[src/rtl/stream_stats_monitor.sv]
// stream_stats_monitor
// Passive per-channel stream statistics: flit, packet, framing-error and
// maximum-occupancy counters, with a shadow snapshot set, read-and-clear,
// and a one-cycle-latency indexed read port.
// Optional feature macro: STATS_SATURATE_EN (counters saturate instead of wrap).
module stream_stats_monitor #(
  parameter int NUM_CH = 4,
  parameter int CNT_W  = 32,
  parameter int OCC_W  = 32
) (
  input  logic                    clk,
  input  logic                    rst,
  input  logic [NUM_CH-1:0]       ch_valid,
  input  logic [NUM_CH-1:0]       ch_ready,
  input  logic [NUM_CH-1:0]       ch_sop,
  input  logic [NUM_CH-1:0]       ch_eop,
  input  logic [NUM_CH*OCC_W-1:0] ch_occ,
  input  logic                    clear,
  input  logic                    snap,
  input  logic                    rd_req,
  input  logic [3:0]              rd_sel,
  input  logic [1:0]              rd_kind,
  output logic                    rd_valid,
  output logic [CNT_W-1:0]        rd_data
);

  typedef enum logic {IDLE = 1'b0, IN_PKT = 1'b1} fsm_t;

  fsm_t state     [NUM_CH];
  fsm_t state_nxt [NUM_CH];

  logic [NUM_CH-1:0] acc;
  logic [NUM_CH-1:0] pkt_inc;
  logic [NUM_CH-1:0] err_inc;

  logic [CNT_W-1:0] occ_ext  [NUM_CH];
  logic [CNT_W-1:0] live_flit[NUM_CH];
  logic [CNT_W-1:0] live_pkt [NUM_CH];
  logic [CNT_W-1:0] live_err [NUM_CH];
  logic [CNT_W-1:0] live_max [NUM_CH];
  logic [CNT_W-1:0] nxt_flit [NUM_CH];
  logic [CNT_W-1:0] nxt_pkt  [NUM_CH];
  logic [CNT_W-1:0] nxt_err  [NUM_CH];
  logic [CNT_W-1:0] nxt_max  [NUM_CH];
  logic [CNT_W-1:0] shd_flit [NUM_CH];
  logic [CNT_W-1:0] shd_pkt  [NUM_CH];
  logic [CNT_W-1:0] shd_err  [NUM_CH];
  logic [CNT_W-1:0] shd_max  [NUM_CH];

  logic [CNT_W-1:0] rd_mux;

  // Next event counter value: clear restarts from this cycle's increment,
  // so an event coinciding with clear is never lost.
  function automatic logic [CNT_W-1:0] bump(input logic [CNT_W-1:0] v,
                                            input logic inc,
                                            input logic clr);
    logic [CNT_W-1:0] r;
    r = v;
    if (clr) begin
      r = CNT_W'(inc);
    end else if (inc) begin
`ifdef STATS_SATURATE_EN
      if (!(&v)) r = v + CNT_W'(1);
`else
      r = v + CNT_W'(1);
`endif
    end
    return r;
  endfunction

  // Framing FSM next state and per-channel event strobes.
  always_comb begin
    acc     = '0;
    pkt_inc = '0;
    err_inc = '0;
    for (int unsigned c = 0; c < NUM_CH; c++) begin
      state_nxt[c] = state[c];
      acc[c]       = ch_valid[c] & ch_ready[c];
      pkt_inc[c]   = acc[c] & ch_eop[c];
      // A missing sop in IDLE or an unexpected sop in IN_PKT is a framing
      // error; either way the flit is taken as the start of a packet, so the
      // next state depends only on eop.
      err_inc[c]   = acc[c] & ((state[c] == IDLE) ? ~ch_sop[c] : ch_sop[c]);
      if (acc[c]) state_nxt[c] = ch_eop[c] ? IDLE : IN_PKT;
    end
  end

  // Framing FSM state register.
  always_ff @(posedge clk) begin
    if (rst) begin
      for (int unsigned c = 0; c < NUM_CH; c++) state[c] <= IDLE;
    end else begin
      for (int unsigned c = 0; c < NUM_CH; c++) state[c] <= state_nxt[c];
    end
  end

  // Next live statistics, including clear handling.
  always_comb begin
    for (int unsigned c = 0; c < NUM_CH; c++) begin
      occ_ext[c]  = CNT_W'(ch_occ[c*OCC_W +: OCC_W]);
      nxt_flit[c] = bump(live_flit[c], acc[c], clear);
      nxt_pkt[c]  = bump(live_pkt[c], pkt_inc[c], clear);
      nxt_err[c]  = bump(live_err[c], err_inc[c], clear);
      if (clear || (occ_ext[c] > live_max[c])) nxt_max[c] = occ_ext[c];
      else                                     nxt_max[c] = live_max[c];
    end
  end

  // Live and shadow statistic registers; shadow captures pre-update live values.
  always_ff @(posedge clk) begin
    if (rst) begin
      for (int unsigned c = 0; c < NUM_CH; c++) begin
        live_flit[c] <= '0;
        live_pkt[c]  <= '0;
        live_err[c]  <= '0;
        live_max[c]  <= '0;
        shd_flit[c]  <= '0;
        shd_pkt[c]   <= '0;
        shd_err[c]   <= '0;
        shd_max[c]   <= '0;
      end
    end else begin
      for (int unsigned c = 0; c < NUM_CH; c++) begin
        live_flit[c] <= nxt_flit[c];
        live_pkt[c]  <= nxt_pkt[c];
        live_err[c]  <= nxt_err[c];
        live_max[c]  <= nxt_max[c];
        if (snap) begin
          shd_flit[c] <= live_flit[c];
          shd_pkt[c]  <= live_pkt[c];
          shd_err[c]  <= live_err[c];
          shd_max[c]  <= live_max[c];
        end
      end
    end
  end

  // Shadow read mux; out-of-range channel selects read as zero.
  always_comb begin
    rd_mux = '0;
    for (int unsigned c = 0; c < NUM_CH; c++) begin
      if (rd_sel == 4'(c)) begin
        case (rd_kind)
          2'd0:    rd_mux = shd_pkt[c];
          2'd1:    rd_mux = shd_flit[c];
          2'd2:    rd_mux = shd_max[c];
          default: rd_mux = shd_err[c];
        endcase
      end
    end
  end

  // Registered read response, one cycle after the request.
  always_ff @(posedge clk) begin
    if (rst) begin
      rd_valid <= 1'b0;
      rd_data  <= '0;
    end else begin
      rd_valid <= rd_req;
      rd_data  <= rd_req ? rd_mux : '0;
    end
  end

endmodule

[config.mk]
export PLATFORM = sky130hd
export DESIGN_NAME = stream_stats_monitor
export DESIGN_NICKNAME = d
export VERILOG_FILES = /design/src/rtl/stream_stats_monitor.sv
export SDC_FILE = /design/constraint.sdc
export NUM_CORES = 2
export LEC_CHECK = 0
export ABC_AREA = 1
export BUFFER_PORTS_ARGS = -buffer_cell sky130_fd_sc_hd__buf_2
export CAP_MARGIN = 10
export CORE_MARGIN = 5
export CORE_UTILIZATION = 45
export CTS_CLUSTER_SIZE = 30
export DETAILED_ROUTE_END_ITERATION = 8
export PLACE_DENSITY = 0.6
export SETUP_SLACK_MARGIN = 0.2
export SKIP_CTS_REPAIR_TIMING = 1
export SLEW_MARGIN = 20
export SYNTH_ARGS = -nofsm -noshare
export SYNTH_HDL_FRONTEND = slang
export SYNTH_SLANG_ARGS = --single-unit
[constraint.sdc]
create_clock -name clk -period 9 [get_ports clk]
set_clock_uncertainty 0.05 [all_clocks]
set_input_delay 0.9 -clock clk [delete_from_list [all_inputs] [get_ports clk]]
set_output_delay 0.9 -clock clk [all_outputs]
set_load 0.03 [all_outputs]
Word-level counts from Yosys, hierarchy flattened
Memory sizes are Yosys's and may differ from the RTL's.
Index checks and enable logic that the tools add are counted.
{ "word_totals": {"mem_bits_rw": 1028, "memories": 9, "ff_bits": 33} }
{ "classes": {"eq_ne": 5, "mux": 90, "addsub": 12, "bitwise": 53, "reduce_logical": 7, "n_lt_le_gt_ge": 4} }
{ "mem_list": {"columns": ["memory", "depth", "width", "rd", "rd_clocked_by_memory_dff", "wr", "line", "text"], "rows": [
  ["live_err", 4, 32, 4, 0, 4, "39", "logic [CNT_W-1:0] live_err [NUM_CH];"],
  ["live_flit", 4, 32, 4, 0, 4, "37", "logic [CNT_W-1:0] live_flit[NUM_CH];"],
  ["live_max", 4, 32, 4, 0, 4, "40", "logic [CNT_W-1:0] live_max [NUM_CH];"],
  ["live_pkt", 4, 32, 4, 0, 4, "38", "logic [CNT_W-1:0] live_pkt [NUM_CH];"],
  ["shd_err", 4, 32, 4, 0, 4, "47", "logic [CNT_W-1:0] shd_err [NUM_CH];"],
  ["shd_flit", 4, 32, 4, 0, 4, "45", "logic [CNT_W-1:0] shd_flit [NUM_CH];"],
  ["+3 memories", null, null, null, null, null, null, null]
]} }
{ "ops": {"columns": ["operator", "n"], "rows": [
  ["$mux 32", 64],
  ["$add 32x1->32 const B", 12],
  ["$pmux 32 s3", 4],
  ["$gt 32x32->1", 4],
  ["$or 1x1->1", 36],
  ["$mux 1", 22],
  ["$and 1x1->1", 12],
  ["$eq 4x2->1 const B", 2],
  ["$not 1->1", 5],
  ["$eq 4x1->1 const B", 1],
  ["$logic_not 4->1", 1],
  ["$logic_or 1x1->1", 4],
  ["$eq 2x1->1 const B", 1],
  ["$eq 2x2->1 const B", 1],
  ["$logic_not 2->1", 1],
  ["$reduce_or 2->1", 1]
]} }

Logic depth before layout (Yosys ltp)
{ "logic_depth": {"ltp_word": 6, "mapped_depth": 18} }

Worst setup path before layout
OpenSTA, ideal clock, no wires.
{ "synth_path": {"path_kind": "input-to-reg", "startpoint": "in rst", "endpoint": "mem shd_err[0][0] (enable)", "cell_stages": 2, "t_arrival_ns": 7.181, "setup_time_ns": 0.667, "path_slack_ns": 1.101, "path_cell_list": "buf_2 -> or2_2"} }
{ "synth_rtl": {"columns": ["item", "line", "text"], "rows": [
  ["start, declared", "12", "input logic rst,"],
  ["end, declared", "47", null]
]} }

==> flow_metrics.tcl <==
set metrics [dict create \
    worst_slew_pin_slew_ns 1.192 \
    power_leakage_nw 21.12 \
    drt_wl_total_mm 162.1 \
    clk_latency_ns 0.70 \
    synthArstFlopShare_pct 0 \
    grt_pass1_wl_mm 243.4 \
    synth_seq_cells 1061 \
    period_needed_ns 3.849 \
    route.detailed.drc 0 \
    dieArea_mm2 0.1206 \
    final_hold_viol_count 0 \
    synthTopCellsByCount "nand2_1 (1,327), nor2_1 (1,054), inv_1 (758)" \
    total_power_mw 11.05 \
    drv_slew 0 \
    synth_top_area_share_pct 30.04 \
    fill_cells 10880 \
    rsz0062_at_grt "no" \
    drv_cap 0 \
    path_max_fanout 84 \
    synth_cell_types 59 \
    preCtsSetupSlack_ns 4.471 \
    hp-class "input port to flip-flop" \
    synth_edf_count 512 \
    synthCells 6381 \
    antenna_found_initial 1 \
    synth_area_leader_cell "edfxtp_1" \
    yosysMostFrequentCell "nand2_1" \
    firstDrtPassIters 5 \
    clk_path_buf_depth 3 \
    grt_max_degree 215 \
    synth_warnings 0 \
    synth_area_mm2 0.05118 \
    avgViaCountPerCell 5.354 \
    nNetsFinal 6753 \
    cts_tree "built" \
    stdcell_area_mm2 0.05716 \
    fin_crit_sh_pct 42.76 \
    crit_top_cell "buf_4" \
    cts.htree.levels 3 \
    synth.area.top_cells "edfxtp_1 (30%), dfxtp_1 (21%), nand2_1 (9.7%)" \
    place_area_mm2 0.05330 \
    portBuffers 187 \
    cts_made_buffers 112 \
    overflow 0 \
    cp_cell_sequence "buf_2 -> buf_4 -> inv_4 -> nand2_4 -> buf_4 -> buf_4 -> nor2_1" \
    slowest_stage "buf_4" \
    dpl.cell_count 7844 \
    status "complete, no violations" \
    die_h_um 347.3 \
    peakVddDrop_mv 0.1761 \
    slew-limit-headroom_pct 20.55 \
    cp-start-kind "input port" \
    cp_data_arrival_time_ns 4.20 \
    drive_above_1_share_pct 7.747 \
    row_count 123 \
    cts_root_buf "clkbuf_16" \
    tns_ns 0 \
    gp_congestion 0.9678 \
    post_drt_wl_per_cell_um 20.12 \
    power_density_mw_per_mm2 193.4 \
    fmax_mhz 259.8 \
    area_delta_synth_final_pct 11.67 \
    drt_iter0_drc 3964 \
    grt_pass1_vias 40840 \
    final_cells 8058 \
    clk_pin_slew_ns 0.06 \
    dieWidth_um 347.3 \
    hpwl_mm 117.7 \
    fin_ws_ns 5.151 \
    max_stage_delay_ns 0.84 \
    final_antenna_net_count 0 \
    ys.flop_type "dfxtp_1" \
    via_count 43150 \
    worst-setup-path-type "input port to flip-flop" \
    synth_seq_area_share_pct 51.51 \
    start_util_pct 45.37 \
    syn_nets 6676 \
    setup-violations-final 0 \
    coreArea_mm2 0.1128 \
    worstSetupEndpointType "flip-flop" \
    numClockSinks 1061 \
    grt.total_usage_pct 25.97 \
    ioPinCount 188 \
    critPathRequiredTime_ns 9.35 \
    postSynthAreaPerCell_um2 8.021 \
]
power breakdown:
group	leakage, nW	switching [mW]	internal [mW]
combinational	9.06	0.656	0.248
clock	1.88	2.03	2.80
sequential	10.2	0.0881	5.23
total	21.1	2.78	8.28
critical path: cells and delay by family:
| family | cells | cell delay [ns] |
|---|---|---|
| simple gates | 2 | 0.85 |
| buf+inv | 5 | 2.25 |
stage by stage:
stage	hold slack, ns	utilization, %
after floorplan	0.3723	-
after global routing	0.3668	50.67
after detailed placement	0.3956	47.25
after CTS	0.3479	50.65
final	0.3918	50.67
after global placement	0.3893	47.25
layout make-up:
type	count	area, µm²	share of cell area (%)
inverters	771	2918	5.105
clock inverters	75	699.4	1.224
well taps	1500	1877	3.283
flip-flops and latches	1061	26370	46.13
multi-input cells	4298	20940	36.64
repair buffers	214	1214	2.123
clock buffers	138	3141	5.494
diodes	1	2.502	0.004378
kinds of logic (layout without fill, tap and decap cells):
group / count (synthesis) / count (layout) / share of synthesized area, %
flip-flops: 1061 / 1061 / 51.51
XOR/XNOR: 83 / 83 / 1.420
buffers and inverters: 1022 / 1198 / 7.720
other: 0 / 1 / 0
AO/OA/AOI/OAI: 821 / 821 / 8.722
AND/OR/NAND/NOR: 3254 / 3254 / 27.20
adder cells (fa/ha/maj): 140 / 140 / 3.422
state kept, by name (all words and copies together), names as in the netlist:
signal     count
state          4
rd_data       32
live_err     128
shd_max      128
shd_flit     128
live_pkt     128
shd_pkt      128
live_max     128
rd_valid       1
shd_err      128
live_flit    128
path summary, 6_finish.rpt:
kind / slack [ns] / cells past startpoint / endpoint / startpoint
min reg2reg: 0.40 / 1 / live_pkt[0][95] / live_pkt[0][95]
max: 5.15 / 7 / shd_err[1][8] / rst
min: 0.39 / 3 / live_max[1][9] / ch_occ[41]
max reg2reg: 6.52 / 11 / live_err[2][18] / state[2]
routing by layer:
metal	up-vias	share of wire (%)	global-route usage (%)
li1	21210	-	-
met1	20330	40	31.83
met2	1319	49	44.76
met3	287	6.5	5.088
met4	0	5.0	11.03
met5	-	0	0
placed cells by master (no fill, tap or decap), drive strengths merged, types with 3 or more instances in the layout:
master / count
ha: 140
clkinvlp: 11
clkbuf: 138
a221oi: 37
a211oi: 18
nand2: 1342
nand3b: 5
o21ai: 194
bufinv: 11
a21oi: 499
and2: 3
a22o: 6
nor3b: 12
nand3: 350
o211ai: 4
o21a: 11
nand4: 166
nor4: 27
inv: 774
xor2: 83
or2: 5
dfxtp: 549
a41oi: 4
edfxtp: 512
a31oi: 8
clkinv: 50
nor3: 242
and3: 3
nor2: 1098
buf: 214
a21o: 5
o22ai: 26
Power figures use the tool's default switching activity.
